<file path="src/rtl/hazard_forward_ctrl_if.sv">
// Pipeline-to-hazard-unit bundle: ID decode fields in, forwarding selects and stall/bubble out.
// Latency: none (wires only); selects/bubble are registered inside the hazard unit.
// Backpressure: pipe_hold freezes the unit; stall is the unit's backpressure to PC and IF/ID.
// Optional stall_count member exists only when HAZARD_STALL_CNT_EN is defined.
interface hazard_forward_ctrl_if
`ifdef HAZARD_STALL_CNT_EN
   #(parameter int XLEN_CNT = 32)
`endif
   ;
   logic       pipe_hold;
   logic       flush;
   logic       id_valid;
   logic [4:0] id_rs1;
   logic [4:0] id_rs2;
   logic       id_rs1_used;
   logic       id_rs2_used;
   logic [4:0] id_rd;
   logic       id_reg_write;
   logic       id_mem_read;
   logic [1:0] operand1_select;
   logic [1:0] operand2_select;
   logic       stall;
   logic       bubble;
`ifdef HAZARD_STALL_CNT_EN
   logic [XLEN_CNT-1:0] stall_count;
`endif

   // Pipeline side: drives decode fields, consumes selects and stall.
   modport master (
      output pipe_hold, flush, id_valid, id_rs1, id_rs2, id_rs1_used, id_rs2_used,
             id_rd, id_reg_write, id_mem_read,
`ifdef HAZARD_STALL_CNT_EN
      input  stall_count,
`endif
      input  operand1_select, operand2_select, stall, bubble
   );

   // Hazard unit side.
   modport slave (
      input  pipe_hold, flush, id_valid, id_rs1, id_rs2, id_rs1_used, id_rs2_used,
             id_rd, id_reg_write, id_mem_read,
`ifdef HAZARD_STALL_CNT_EN
      output stall_count,
`endif
      output operand1_select, operand2_select, stall, bubble
   );
endinterface

</file>
<file path="src/rtl/hazard_forward_ctrl.sv">
// Hazard detection / EX operand forwarding control for the 5-stage core (optional macro HAZARD_STALL_CNT_EN).
// Latency: selects and bubble registered (decided in ID, valid in EX next cycle); stall is combinational.
// Backpressure: pipe_hold freezes all state; load-use raises stall for one cycle and inserts one bubble.
module hazard_forward_ctrl (
   input  logic                  clk,
   input  logic                  rst_n,
   hazard_forward_ctrl_if.slave  hz
);

   localparam logic [1:0] SEL_RF  = 2'b00;
   localparam logic [1:0] SEL_EXM = 2'b10;
   localparam logic [1:0] SEL_MWB = 2'b11;

   typedef enum logic {ST_RUN, ST_BUBBLE} state_t;

   state_t     state_q;
   logic [4:0] ex_rd_q;
   logic       ex_wr_q;
   logic       ex_ld_q;
   logic [4:0] mem_rd_q;
   logic       mem_wr_q;
   logic [1:0] sel1_q;
   logic [1:0] sel2_q;
   logic       bubble_q;

   logic [1:0] sel1_d;
   logic [1:0] sel2_d;
   logic       load_use;
   logic       stall_c;

   // Forward source for one operand; an unread source or x0 always takes the register file.
   function automatic logic [1:0] fwd_sel(
      input logic [4:0] src,
      input logic       used,
      input logic       vld,
      input logic [4:0] ex_rd,
      input logic       ex_wr,
      input logic [4:0] mem_rd,
      input logic       mem_wr
   );
      logic [1:0] sel;
      sel = SEL_RF;
      if (vld && used && (src != 5'd0)) begin
         if (ex_wr && (ex_rd == src))
            sel = SEL_EXM;
         else if (mem_wr && (mem_rd == src))
            sel = SEL_MWB;
      end
      return sel;
   endfunction

   // Next-cycle selects and the load-use hazard detect from ID fields and EX/MEM tracking.
   always_comb begin
      sel1_d   = fwd_sel(hz.id_rs1, hz.id_rs1_used, hz.id_valid,
                         ex_rd_q, ex_wr_q, mem_rd_q, mem_wr_q);
      sel2_d   = fwd_sel(hz.id_rs2, hz.id_rs2_used, hz.id_valid,
                         ex_rd_q, ex_wr_q, mem_rd_q, mem_wr_q);
      load_use = hz.id_valid && ex_ld_q && ex_wr_q && (ex_rd_q != 5'd0) &&
                 ((hz.id_rs1_used && (hz.id_rs1 == ex_rd_q)) ||
                  (hz.id_rs2_used && (hz.id_rs2 == ex_rd_q)));
      // Flush kills the ID instruction, so its hazard is moot; hold freezes everything.
      stall_c  = load_use && !hz.flush && !hz.pipe_hold;
   end

   // RUN/BUBBLE sequencer plus EX/MEM tracking and registered EX-stage outputs.
   always_ff @(posedge clk or negedge rst_n) begin
      if (!rst_n) begin
         state_q  <= ST_RUN;
         ex_rd_q  <= 5'd0;
         ex_wr_q  <= 1'b0;
         ex_ld_q  <= 1'b0;
         mem_rd_q <= 5'd0;
         mem_wr_q <= 1'b0;
         sel1_q   <= SEL_RF;
         sel2_q   <= SEL_RF;
         bubble_q <= 1'b0;
      end else if (!hz.pipe_hold) begin
         // MEM always inherits EX, including a branch that is flushing its successor.
         mem_rd_q <= ex_rd_q;
         mem_wr_q <= ex_wr_q;
         if (hz.flush || stall_c) begin
            // EX receives a NOP: nothing to forward from it next cycle.
            ex_rd_q  <= 5'd0;
            ex_wr_q  <= 1'b0;
            ex_ld_q  <= 1'b0;
            sel1_q   <= SEL_RF;
            sel2_q   <= SEL_RF;
            bubble_q <= 1'b1;
         end else begin
            ex_rd_q  <= hz.id_rd;
            ex_wr_q  <= hz.id_valid && hz.id_reg_write;
            ex_ld_q  <= hz.id_valid && hz.id_mem_read;
            sel1_q   <= sel1_d;
            sel2_q   <= sel2_d;
            bubble_q <= 1'b0;
         end
         case (state_q)
            ST_RUN:    state_q <= (stall_c && !hz.flush) ? ST_BUBBLE : ST_RUN;
            // The held ID instruction re-evaluates here with the load now in MEM.
            ST_BUBBLE: state_q <= ST_RUN;
            default:   state_q <= ST_RUN;
         endcase
      end
   end

   assign hz.operand1_select = sel1_q;
   assign hz.operand2_select = sel2_q;
   assign hz.bubble          = bubble_q;
   assign hz.stall           = stall_c;

`ifdef HAZARD_STALL_CNT_EN
   logic [$bits(hz.stall_count)-1:0] stall_cnt_q;

   // Count load-use stall cycles; free-running wrap.
   always_ff @(posedge clk or negedge rst_n) begin
      if (!rst_n)
         stall_cnt_q <= '0;
      else if (stall_c)
         stall_cnt_q <= stall_cnt_q + 1'b1;
   end

   assign hz.stall_count = stall_cnt_q;
`endif

endmodule

</file>
<file path="src/flat_wrapper.sv">
// flat-port wrapper written by rule: the top's interface ports become plain ports
module hazard_forward_ctrl_flat 
  (clk, rst_n, hz_pipe_hold, hz_flush, hz_id_valid, hz_id_rs1, hz_id_rs2, hz_id_rs1_used, hz_id_rs2_used, hz_id_rd, hz_id_reg_write, hz_id_mem_read, hz_operand1_select, hz_operand2_select, hz_stall, hz_bubble);
  hazard_forward_ctrl_if hz_i ();
  input  logic clk;
  input  logic rst_n;
  input wire logic [$bits(hz_i.pipe_hold)-1:0] hz_pipe_hold;
  input wire logic [$bits(hz_i.flush)-1:0] hz_flush;
  input wire logic [$bits(hz_i.id_valid)-1:0] hz_id_valid;
  input wire logic [$bits(hz_i.id_rs1)-1:0] hz_id_rs1;
  input wire logic [$bits(hz_i.id_rs2)-1:0] hz_id_rs2;
  input wire logic [$bits(hz_i.id_rs1_used)-1:0] hz_id_rs1_used;
  input wire logic [$bits(hz_i.id_rs2_used)-1:0] hz_id_rs2_used;
  input wire logic [$bits(hz_i.id_rd)-1:0] hz_id_rd;
  input wire logic [$bits(hz_i.id_reg_write)-1:0] hz_id_reg_write;
  input wire logic [$bits(hz_i.id_mem_read)-1:0] hz_id_mem_read;
  output wire logic [$bits(hz_i.operand1_select)-1:0] hz_operand1_select;
  output wire logic [$bits(hz_i.operand2_select)-1:0] hz_operand2_select;
  output wire logic [$bits(hz_i.stall)-1:0] hz_stall;
  output wire logic [$bits(hz_i.bubble)-1:0] hz_bubble;
  assign hz_i.pipe_hold = hz_pipe_hold;
  assign hz_i.flush = hz_flush;
  assign hz_i.id_valid = hz_id_valid;
  assign hz_i.id_rs1 = hz_id_rs1;
  assign hz_i.id_rs2 = hz_id_rs2;
  assign hz_i.id_rs1_used = hz_id_rs1_used;
  assign hz_i.id_rs2_used = hz_id_rs2_used;
  assign hz_i.id_rd = hz_id_rd;
  assign hz_i.id_reg_write = hz_id_reg_write;
  assign hz_i.id_mem_read = hz_id_mem_read;
  assign hz_operand1_select = hz_i.operand1_select;
  assign hz_operand2_select = hz_i.operand2_select;
  assign hz_stall = hz_i.stall;
  assign hz_bubble = hz_i.bubble;
  hazard_forward_ctrl u_core (.clk(clk), .rst_n(rst_n), .hz(hz_i));
endmodule
</file>
<file path="config.mk">
export PLATFORM = sky130hd
export DESIGN_NAME = hazard_forward_ctrl_flat
export DESIGN_NICKNAME = d
export VERILOG_FILES = /design/src/rtl/hazard_forward_ctrl_if.sv /design/src/rtl/hazard_forward_ctrl.sv /design/src/flat_wrapper.sv
export SDC_FILE = /design/constraint.sdc
export NUM_CORES = 1
export LEC_CHECK = 0
export CAP_MARGIN = 10
export CORE_MARGIN = 2
export CORE_UTILIZATION = 44
export CTS_BUF_LIST = sky130_fd_sc_hd__clkbuf_8
export CTS_CLUSTER_SIZE = 10
export DETAILED_ROUTE_END_ITERATION = 8
export PLACE_DENSITY = 0.78
export SLEW_MARGIN = 20
export SYNTH_ARGS = -nofsm -noshare
export SYNTH_HDL_FRONTEND = slang
export SYNTH_SLANG_ARGS = --single-unit
</file>
<file path="constraint.sdc">
create_clock -name clk -period 1.4 [get_ports clk]
set_input_delay 0.28 -clock clk [delete_from_list [all_inputs] [get_ports clk]]
set_output_delay 0.28 -clock clk [all_outputs]
set_load 0.02 [all_outputs]
</file>
==> metrics.md <==
| Metric | Value |
|---|---|
| P_leak | `about 0.82 nW` |
| Post-route minimum period | `between 1.5 and 2 ns` |
| Crit path DAT | `1.62 ns` |
| Final wirelength | `3.53 mm` |
| Area of the die | `roughly 0.0027 sq mm` |
| Via count | `around 1100` |
| Die width | `approximately 52 um` |
| # nets final | `182` |
| RSZ-0062 raised after global routing | `yes` |
| DIE HEIGHT | `between 50 and 60 um` |
| Clock skew | `between 0.0005 and 0.0006 ns` |
| Root buffer cell | `clkbuf_8` |
| Antenna Violating Nets Remaining | `0` |
| Crit path required time | `~1.1 ns` |
| Final Wtd Congestion | `a little under 0.8` |
| Sink Count | `18` |
| CTS tree | `done` |
| Input/output buffers | `29` |
| DR DRC count | `0` |
| Hold Vio Cnt, Final | `0` |
| Fmax | `between 500 and 600 MHz` |
| Slack of the critical path | `-0.500 ns` |
| Register-to-Register Path Depth | `9` |
| Top FF cell, synth | `dfrtp_1` |
| Largest net degree at the start of global routing | `19` |
| Status | `finished, violations left` |
| Synth-to-Final Area Change | `74.8%` |
| Setup CP Type | `flip-flop to primary output` |
| Max transition margin | `0.676` |
| R2r startpoint | `u_core.ex_rd_q[2]` |
| Commonest non-fill, non-tap cells in the layout | `buf_4, clkdlybuf4s50_1, dlygate4sd2_1` |
| Max clock buf depth | `2` |
| Post-detail-place hpwl | `2.01 mm` |
| Yosys reg bits | `18` |
| GRT Total Usage | `0.263` |
| Reg2reg end | `u_core.ex_rd_q[3]` |
| Grt ovf | `0` |
| Synth Cell Area | `~0.0010 sq mm` |
| Initial core utilization | `0.464` |
| Worst Hold Class | `input port to asynchronous set/reset pin` |
| Std-Cell Rows | `17` |
| Setup Viol. Count Final | `13` |
| FILL cells | `approximately 140` |
| Max VDD drop | `about 660 uV` |
| Post-Synthesis Cells | `89` |
| Share of cells above drive strength 1 | `0.471` |
| Initial antenna violation count | `0` |
| EDFF count, synth | `0` |
| Top Ports | `30` |
| Total CTS buffers | `3` |
| Fraction of the cycle the final worst path needs | `1.36` |
| Fraction of registers with async set/reset | `1.00` |
| Max Transition Viols Final | `0` |
| CTS H-Tree Depth | `1` |
| GRT met3 Usage | `0.0371` |
| Commonest non-fill, non-tap cell in the layout | `buf_4` |
| Via-to-Cell Ratio | `around 5.7` |
| Syn avg cell area | `11.5 sq um` |
| Slew @ Worst Pin | `0.484 ns` |
| Tot Pwr | `about 1.4 mW` |
| Clk slew on worst S/H paths | `around 0.07 ns` |
| Max FO, Critical Path | `4` |
| Core area | `~0.0022 sq mm` |
| Pwr dens | `around 810 mW/mm^2` |
| GRT met1 Usage | `0.306` |
| First-pass GRT wire length | `slightly above 5 mm` |
| R2R setup slack | `-0.48 ns` |
| Crit. End Element | `primary output` |
| Clk Latency, worst-skew pair | `approximately 0.26 ns` |
| FF+latch area | `between 400 and 500 sq um` |
| Setup TNS Final | `-5.26 ns` |
| Gr busiest metal | `met2` |
| Max-cap viol count | `0` |
| Area occupied by multi-input gates | `around 670 sq um` |
| # diodes | `0` |
| Iter 0 DRT Violations | `27` |
| Vias in the first global route | `approximately 1100` |
| Failing checks | `setup timing` |
| Yosys warning count | `0` |
| Syn_nets | `113` |
| Yosys cell types | `27` |
| WL/cell | `around 19 um` |
| Seq/Total Area, Yosys | `0.438` |
| Startpoint Class | `flip-flop` |
| Drt pass-1 iters | `4` |
| GR Util met2 | `0.481` |
==> how the worst max path moves through the flow <==
stage	start	endpoint	slack, ns
3_5_place_dp	hz_id_rs2[4]	hz_stall	-0.95
6_report	u_core.ex_rd_q[1]	hz_stall	-0.50
3_3_place_gp	hz_id_rs2[3]	hz_stall	-0.91
4_1_cts	u_core.ex_rd_q[1]	hz_stall	-0.49
2_1_floorplan	u_core.ex_rd_q[1]	u_core.hz.operand2_select[0]	-0.15
5_1_grt	u_core.ex_rd_q[1]	hz_stall	-0.54
==> critical path: stages (launching register included) <==
cell      delay (ns)
dfrtp_2         0.44
or4_4           0.54
o211ai_4        0.19
inv_2           0.06
buf_6           0.13
==> metrics by stage <==
stage          hold WS, ns  instances  setup slack [ns]  area, sq um   util
2_1_floorplan      -0.0156         89            -0.150         1030      -
3_3_place_gp         0.468        165            -0.907         1500  0.676
3_5_place_dp         0.479        165            -0.948         1500  0.676
4_1_cts              0.351        185            -0.487         1760  0.795
5_1_grt              0.392        185            -0.544         1800  0.812
6_report             0.346        185            -0.500         1800  0.812
==> synth_stat cells, types with 2 or more instances <==
cell | instances | area [sq um]
buf_6 | 2 | 22.5
xor2_1 | 8 | 70.1
xnor2_1 | 12 | 105
nand2_1 | 3 | 11.3
mux2_2 | 6 | 67.6
nand3_1 | 6 | 30.0
nor2_1 | 3 | 11.3
nor4_1 | 2 | 12.5
o31ai_1 | 2 | 15.0
and3_1 | 2 | 12.5
a21oi_1 | 2 | 10.0
dfrtp_1 | 18 | 450
a32o_1 | 9 | 90.1
==> final cells by class <==
cell class | count | share of cell area
multi-input cells | 67 | 0.374
repair buffers | 67 | 0.320
clock buffers | 4 | 0.0307
inverters | 1 | 0.00209
well taps | 28 | 0.0195
flip-flops and latches | 18 | 0.254
==> state kept, by name, indices dropped and copies added, names as in the netlist <==
name	cells
u_core.ex_ld_q	1
u_core.ex_rd_q	5
u_core.ex_wr_q	1
u_core.hz.bubble	1
u_core.hz.operand1_select	2
u_core.hz.operand2_select	2
u_core.mem_rd_q	5
u_core.mem_wr_q	1
==> kinds of logic after synthesis <==
family	Yosys count	synth area share
simple gates	22	0.134
xor+xnor	20	0.171
compound gates	19	0.162
flops	18	0.438
mux	6	0.0658
buf+inv	4	0.0292
==> routing by layer <==
layer | up-vias | routed length, um
li1 | 470 | -
met1 | 526 | 1450
met2 | 48 | 1830
met3 | 11 | 165
met4 | 0 | 89
met5 | - | 0
==> power breakdown <==
part	switching [mW]	internal (mW)	total, mW
combinational	0.176	0.245	0.421
clock	0.179	0.250	0.429
sequential	0.0414	0.557	0.599
==> timing repair <==
item / CTS / global route
pin swaps: 16 / 7
setup endpoints to repair: 18 / 13
setup buffers: 17 / 0
hold buffers: 0 / 0
resized for setup: 45 / 4
Note: power is estimated with default switching activity, not from simulation.
